**src/rtl/bus_mux_reg.sv**
```systemverilog
// Registered one-hot bus multiplexer with hold, conflict detection and a saturating transfer counter.
// Optional `BUS_MUX_PRIORITY_EN: multi-driver cycles resolve to the lowest requesting source.
module bus_mux_reg #(
    parameter int WIDTH   = 32,
    parameter int NUM_SRC = 24,
    parameter int SEL_W   = 5,
    parameter int CNT_W   = 16
) (
    input  logic                     clock,
    input  logic                     reset,
    input  logic [NUM_SRC*WIDTH-1:0] src_data,
    input  logic [NUM_SRC-1:0]       src_out,
    input  logic                     err_clr,
    output logic [WIDTH-1:0]         bus_out,
    output logic                     bus_valid,
    output logic [SEL_W-1:0]         bus_src,
    output logic                     conflict,
    output logic                     conflict_sticky,
    output logic [CNT_W-1:0]         xfer_count
);

    logic             any_req;
    logic             multi_req;
    logic [SEL_W-1:0] low_idx;
    logic [WIDTH-1:0] low_word;
    logic             load;

    // Scan from the top down so the lowest requesting source is the one left behind.
    always_comb begin
        any_req   = 1'b0;
        multi_req = 1'b0;
        low_idx   = '0;
        low_word  = '0;
        for (int i = NUM_SRC - 1; i >= 0; i--) begin
            if (src_out[i]) begin
                if (any_req) multi_req = 1'b1;
                any_req  = 1'b1;
                low_idx  = SEL_W'(i);
                low_word = src_data[i*WIDTH +: WIDTH];
            end
        end
    end

`ifdef BUS_MUX_PRIORITY_EN
    assign load = any_req;
`else
    assign load = any_req && !multi_req;
`endif

    always_ff @(posedge clock) begin
        if (reset) begin
            bus_out         <= '0;
            bus_valid       <= 1'b0;
            bus_src         <= '0;
            conflict        <= 1'b0;
            conflict_sticky <= 1'b0;
            xfer_count      <= '0;
        end else begin
            conflict <= multi_req;
            if (multi_req)
                conflict_sticky <= 1'b1;
            else if (err_clr)
                conflict_sticky <= 1'b0;

            if (load) begin
                bus_out   <= low_word;
                bus_src   <= low_idx;
                bus_valid <= 1'b1;
                if (xfer_count != {CNT_W{1'b1}})
                    xfer_count <= xfer_count + 1'b1;
            end else begin
                bus_valid <= 1'b0;
                // A non-resolved conflict blanks the bus rather than passing a wired-OR word.
                if (multi_req)
                    bus_out <= '0;
            end
        end
    end

endmodule

```
**config.mk**
```make
export PLATFORM = sky130hd
export DESIGN_NAME = bus_mux_reg
export DESIGN_NICKNAME = d
export VERILOG_FILES = /design/src/rtl/bus_mux_reg.sv
export SDC_FILE = /design/constraint.sdc
export NUM_CORES = 1
export LEC_CHECK = 0
export BUFFER_PORTS_ARGS = -buffer_cell sky130_fd_sc_hd__buf_2
export CAP_MARGIN = 20
export CORE_AREA = 2 2 335 337
export CTS_CLUSTER_DIAMETER = 30
export DETAILED_ROUTE_END_ITERATION = 10
export DIE_AREA = 0 0 337 339
export PLACE_DENSITY = 0.3
export SYNTH_ARGS = -nofsm -noshare
export SYNTH_HDL_FRONTEND = slang
export SYNTH_SLANG_ARGS = --single-unit
```
**constraint.sdc**
```tcl
create_clock -name clock -period 7.2 [get_ports clock]
set_clock_uncertainty 0.05 [all_clocks]
set_input_delay 0.36 -clock clock [delete_from_list [all_inputs] [get_ports clock]]
set_output_delay 0.36 -clock clock [all_outputs]
set_load 0.02 [all_outputs]
```
* After elaboration in Yosys (flattened, before gate mapping)
Index checks and enable logic that the tools add are counted.
** Cells by class
- Add/subtract/negate cells :: 1
- Equal/unequal tests :: 1
- $lt $le $gt $ge :: 0
- Multipliers :: 0
- Divide/modulo/power cells :: 0
- Reduce and logical (&&, ||, !) cells :: 5
- Shift-type cells :: 0
- Bitwise logic cells :: 0
- Mux-type cells :: 123
** Operators with widths (number)
- 32-bit 2-to-1 mux :: 26
- 5-bit 2-to-1 mux :: 24
- 1-bit 2-to-1 mux :: 73
- 16-bit by 1-bit adder with 16-bit output, second input constant :: 1
- 16-bit != test, second input constant :: 1
- 2-bit nonzero test :: 2
- 2-bit AND reduction :: 1
- 1-bit logical AND :: 1
- 1-bit logical NOT :: 1
** Word-level totals
- Bits in registers :: 56
- Memory bits (read-only) :: 0
- Memories kept :: 0
- Input port bits :: 795
- Memory bits (writable) :: 0
- Latch bits :: 0
- Output and inout bits :: 56
- Word-level logic and storage cells :: 136

* Logic depth before layout (Yosys ltp)
- Depth in word-level cells :: 50
- Depth in mapped cells :: 12
- Depth with buffers taken out :: 8

* Worst setup path after synthesis
No wires, ideal clock.
- Kind :: in2reg
- From :: input port src_out[18]
- To :: register xfer_count[8]
- Required time :: 7.029 ns
- Stages on the path :: 10
- Setup slack :: 4.284 ns
- Library setup time :: 0.121 ns
- Path buffers :: 3
- Arrival time :: 2.746 ns
- Cells stage by stage :: buf_2 -> or4_1 -> buf_2 -> o41ai_1 -> o221ai_1 -> a221oi_2 -> nand3_2 -> buf_6 -> nor4_1 -> mux2_2
** Between the ends
- Longest elaborated chain between the ends :: 40
- Elaborated cells between the ends (all ways) :: 59
- Classes of those cells :: 56 x mux; 3 x reduce/logical
** Ends and longest elaborated chain
- from (decl) :: line 12 : input logic [NUM_SRC-1:0] src_out,
- 1-bit 2-to-1 mux :: line 35 : if (src_out[i]) begin
- 1-bit 2-to-1 mux :: line 36 : if (any_req) multi_req = 1'b1;
- 1-bit 2-to-1 mux :: line 35
- 1-bit 2-to-1 mux :: line 36
- 1-bit 2-to-1 mux :: line 35
- 1-bit 2-to-1 mux :: line 36
- 1-bit 2-to-1 mux :: line 35
- 1-bit 2-to-1 mux :: line 36
- [... 24 more ...]
- 1-bit 2-to-1 mux :: line 35
- 1-bit 2-to-1 mux :: line 36
- 1-bit 2-to-1 mux :: line 35
- 1-bit 2-to-1 mux :: line 36
- 1-bit 2-to-1 mux :: line 35
- 1-bit logical NOT :: line 47 : assign load = any_req && !multi_req;
- 1-bit logical AND * :: line 47
- 2-bit AND reduction (no source line) *
- to (signal assigned) :: line 70 : xfer_count <= xfer_count + 1'b1;
- to (decl) :: line 19 : output logic [CNT_W-1:0] xfer_count
Every way passes the cells marked *; elsewhere a longest branch is shown, timed or not.
A chain may end at the register's enable or synchronous reset.

* Final worst setup path
- From :: input port src_out[1]
- To :: register bus_out[11]
** Between the ends
- Longest elaborated chain between the ends :: 6
- Elaborated cells between the ends (all ways) :: 11
- Classes of those cells :: 8 x mux; 3 x reduce/logical
** Ends and longest elaborated chain
- 1-bit 2-to-1 mux :: line 35
- 1-bit 2-to-1 mux :: line 36
- 1-bit 2-to-1 mux :: line 35
- 1-bit logical NOT :: line 47
- 1-bit logical AND :: line 47
- 32-bit 2-to-1 mux / 2-bit nonzero test (equally long branches)
- to (signal assigned) :: line 66 : bus_out <= low_word;
- to (decl) :: line 14 : output logic [WIDTH-1:0] bus_out,
Parallel ways exist; a longest one is shown, timed or not.

==> summary.txt <==
Register area share after synthesis = 13.0%
EDFF count, synth = 0
Max Cap Viol = 0
DR WL/cell = 30.5 um
Mux cell area share after synthesis = 0.638%
Endpoint type of the worst setup path = flip-flop
CTS tree = done
Drt initial violations = 854
# IOs = 851
Avg Cell Area, Syn = 6.71 um^2
Worst-case clock buffer depth = 2
Peak Freq = 0.246 GHz
Max_slew headroom = 27.6%
Hold Crit Class = input port to flip-flop
Clk Latency, worst-skew pair = 0.34 ns
Hold path cells = 3
Leakage = 6.03 nW
Max Slew Vio Count = 0
R2r worst-path depth = 6
Global-route wire length before repair = 139000 um
Die width = 337 um
Period minus WS final = 4.06 ns
Gpl congestion = 0.869
Count leader, synth = a21oi_1
Seq pwr share = 23.1%
Pint = 0.725 mW
Hold_buf cts = 0
Synthesis Warnings = 0
WS Path Type = input port to flip-flop
Post_cts resized = 0
Placed cell area = 14500 um^2
Synth Cell Area = 8620 um^2
Post-DP HPWL = 93500 um
Total number of vias = 14746
FF-to-FF Start = xfer_count[3]$_SDFFE_PP0P_
Clock Power Share = 22.4%
Yosys reg bits = 56
Syn_nets = 2082
Worst Path Required = 7.43 ns
Clk root buf = clkbuf_16
Inserted Clock Buffers = 5
Fraction of layout cells with a size suffix above 1 = 46.1%
Status = complete, no violations
DRC Markers = 0
Power per Cell Area = 91.4 nW/um^2
Fin crit share = 56.4%
Dominant cell type by area after synthesis = dfxtp_1
Sw frac = 46.1%
Die ar. = 114000 um^2
Crit path launch type = input port
Final #Nets = 2828
Post-CTS setup buffer count = 0
Most instantiated cells after synthesis = a21oi_1 (171), clkbuf_1 (136), o22ai_1 (95), a221oi_1 (87)
CP Launch Point = src_out[1]
End of the critical path = bus_out[11]$_SDFFE_PP0P_
Total grt overflow = 0
Final core utilization = 13.3%
Post-synth top flop = dfxtp_1
GR Util All Layers = 18.0%
PortBufs = 850
CTS sink cnt = 56
Initial antenna violation count = 64
Starting density of the core = 7.81%
Synthesized instance count = 1286
Vias in the first global route = 15027
Layout area overhead = 70.5%
Pin count of the biggest net entering global routing = 65
Cell row count = 122
Die H = 339 um
Xor-xnor portion of the synthesized cell area = 0%
Cell variety after synth = 61
First drt pass iteration count = 5
Total Wirelength = 108000 um
Synth Area in Compound Gates = 59.7%
Maximum vdd drop = 95.4 uV
Synth area leaders = dfxtp_1 (13%), a21oi_1 (9.9%), a221oi_1 (8.8%)
Largest family of logic cells by synthesized area = compound AO/OA/AOI/OAI gates
Final setup vio count = 0
NetSw = 0.620 mW
Post-Synth Simple-Gate Area = 18.4%
RSZ-0062 raised after global routing = false
Vias per cell = 4.17
Post-synthesis adder-cell area fraction = 0.377%
Yosys top cell area share = 13.0%
Post-synth ARST share = 0%
Tot Pwr = 1.34 mW
Core Footprint = 110000 um^2
CP max FO = 40
Fin area = 14700 um^2
Final Hold Fails = 0
Final setup TNS = 0 ns
Clk slew on worst S/H paths = 0.10 ns
Crit Reg-Reg Endpoint = xfer_count[9]$_SDFFE_PP0P_
H-tree depth = 2
Arr. time, crit path = 4.29 ns
Setup slack, reg-to-reg = 4.65 ns
Worst-Margin Slew = 1.09 ns
Power share of the combinational group = 54.5%
Antenna Nets Post-Route = 0
[metrics by stage]
stage	worst slack, ns	cells	hold WS (ns)
6_report	3.14	3532	0.306
5_1_grt	2.78	3527	0.326
4_1_cts	3.05	3521	0.288
3_5_place_dp	2.71	3513	0.391
3_3_place_gp	2.79	3513	0.381
2_1_floorplan	4.28	1286	0.481
[cell usage in the layout (no fill, tap or decap), types with 3 or more instances in the layout]
master,synthesis,layout
buf_2,4,850
a21oi_1,171,171
o22ai_1,95,95
a221oi_1,87,87
nand2_1,80,80
nor2_1,80,75
o31ai_1,75,73
o21ai_0,65,65
o221ai_1,58,58
dfxtp_1,56,56
nor2b_1,45,42
a221o_1,40,40
buf_4,1,40
o211ai_1,29,29
inv_1,26,24
nand3_1,22,21
a31oi_1,20,20
o22a_1,18,18
a211oi_1,17,17
nor3_1,15,15
or4_1,15,15
o2111ai_1,13,13
a22o_1,12,12
nand2b_1,14,12
diode_2,0,11
a21o_1,10,10
nor4_1,8,8
or2_2,8,8
or3_1,5,5
clkbuf_16,0,5
and3_1,4,4
mux2_2,4,4
nand4_1,3,3
o21a_1,3,3
nor2_2,0,3
[cells by family after synthesis]
family,Yosys count
buffers and inverters,178
multiplexers,5
AO/OA/AOI/OAI,732
AND/OR/NAND/NOR,312
adder cells (fa/ha/maj),3
flip-flops,56
[layout make-up]
cell class	count	area, um^2
clock buffer	5	125
inverter	27	101
tap	1488	1860
multi-input combinational	1052	6890
timing repair buffer	890	4550
antenna	11	27.5
clock inverter	3	23.8
sequential	56	1120
fill	13090	95700
[worst min-delay path by stage]
| stage | startpoint | end | slack (ns) |
|---|---|---|---|
| after floorplan | bus_src[0]$_SDFFE_PP0P_ | bus_src[0]$_SDFFE_PP0P_ | 0.48 |
| after global placement | bus_out[15]$_SDFFE_PP0P_ | bus_out[15]$_SDFFE_PP0P_ | 0.38 |
| after detailed placement | bus_out[27]$_SDFFE_PP0P_ | bus_out[27]$_SDFFE_PP0P_ | 0.39 |
| after CTS | src_data[5] | bus_out[5]$_SDFFE_PP0P_ | 0.29 |
| after global routing | src_data[5] | bus_out[5]$_SDFFE_PP0P_ | 0.33 |
| final | src_data[29] | bus_out[29]$_SDFFE_PP0P_ | 0.31 |
[power groups by stage]
stage          Sequential, mW  Combinational (mW)  Clock, mW
5_1_grt                 0.311               0.797      0.325
2_1_floorplan           0.318               0.271          0
3_5_place_dp            0.318               0.752          0
6_report                0.311               0.732      0.302
3_3_place_gp            0.318               0.751          0
4_1_cts                 0.311               0.755      0.319
[flip-flops by register name, summed over array words and instances, names as in the netlist]
| name | cells |
|---|---|
| bus_out | 32 |
| bus_src | 5 |
| bus_valid | 1 |
| conflict | 1 |
| conflict_sticky | 1 |
| xfer_count | 16 |
[worst max-delay path: stages]
cell and delay, ns:
buf_2 0.10, buf_4 0.25, inv_2 0.65, nand2_1 0.32, or4_1 0.50, a221oi_2 0.33, and2_0 0.37, nand3_2 0.79
inv_1 0.37, a32o_1 0.20
[metal layers]
layer	wire length (um)	vias to the layer above	share of wire, %	GRT usage [%]
met5	251	-	0.23	0
met4	1520	42	1.4	2.60
met3	6650	114	6.2	3.50
met2	53200	644	49	32.0
met1	46000	7173	43	22.7
li1	-	6773	-	-
Note: power is estimated with default switching activity, not from simulation.
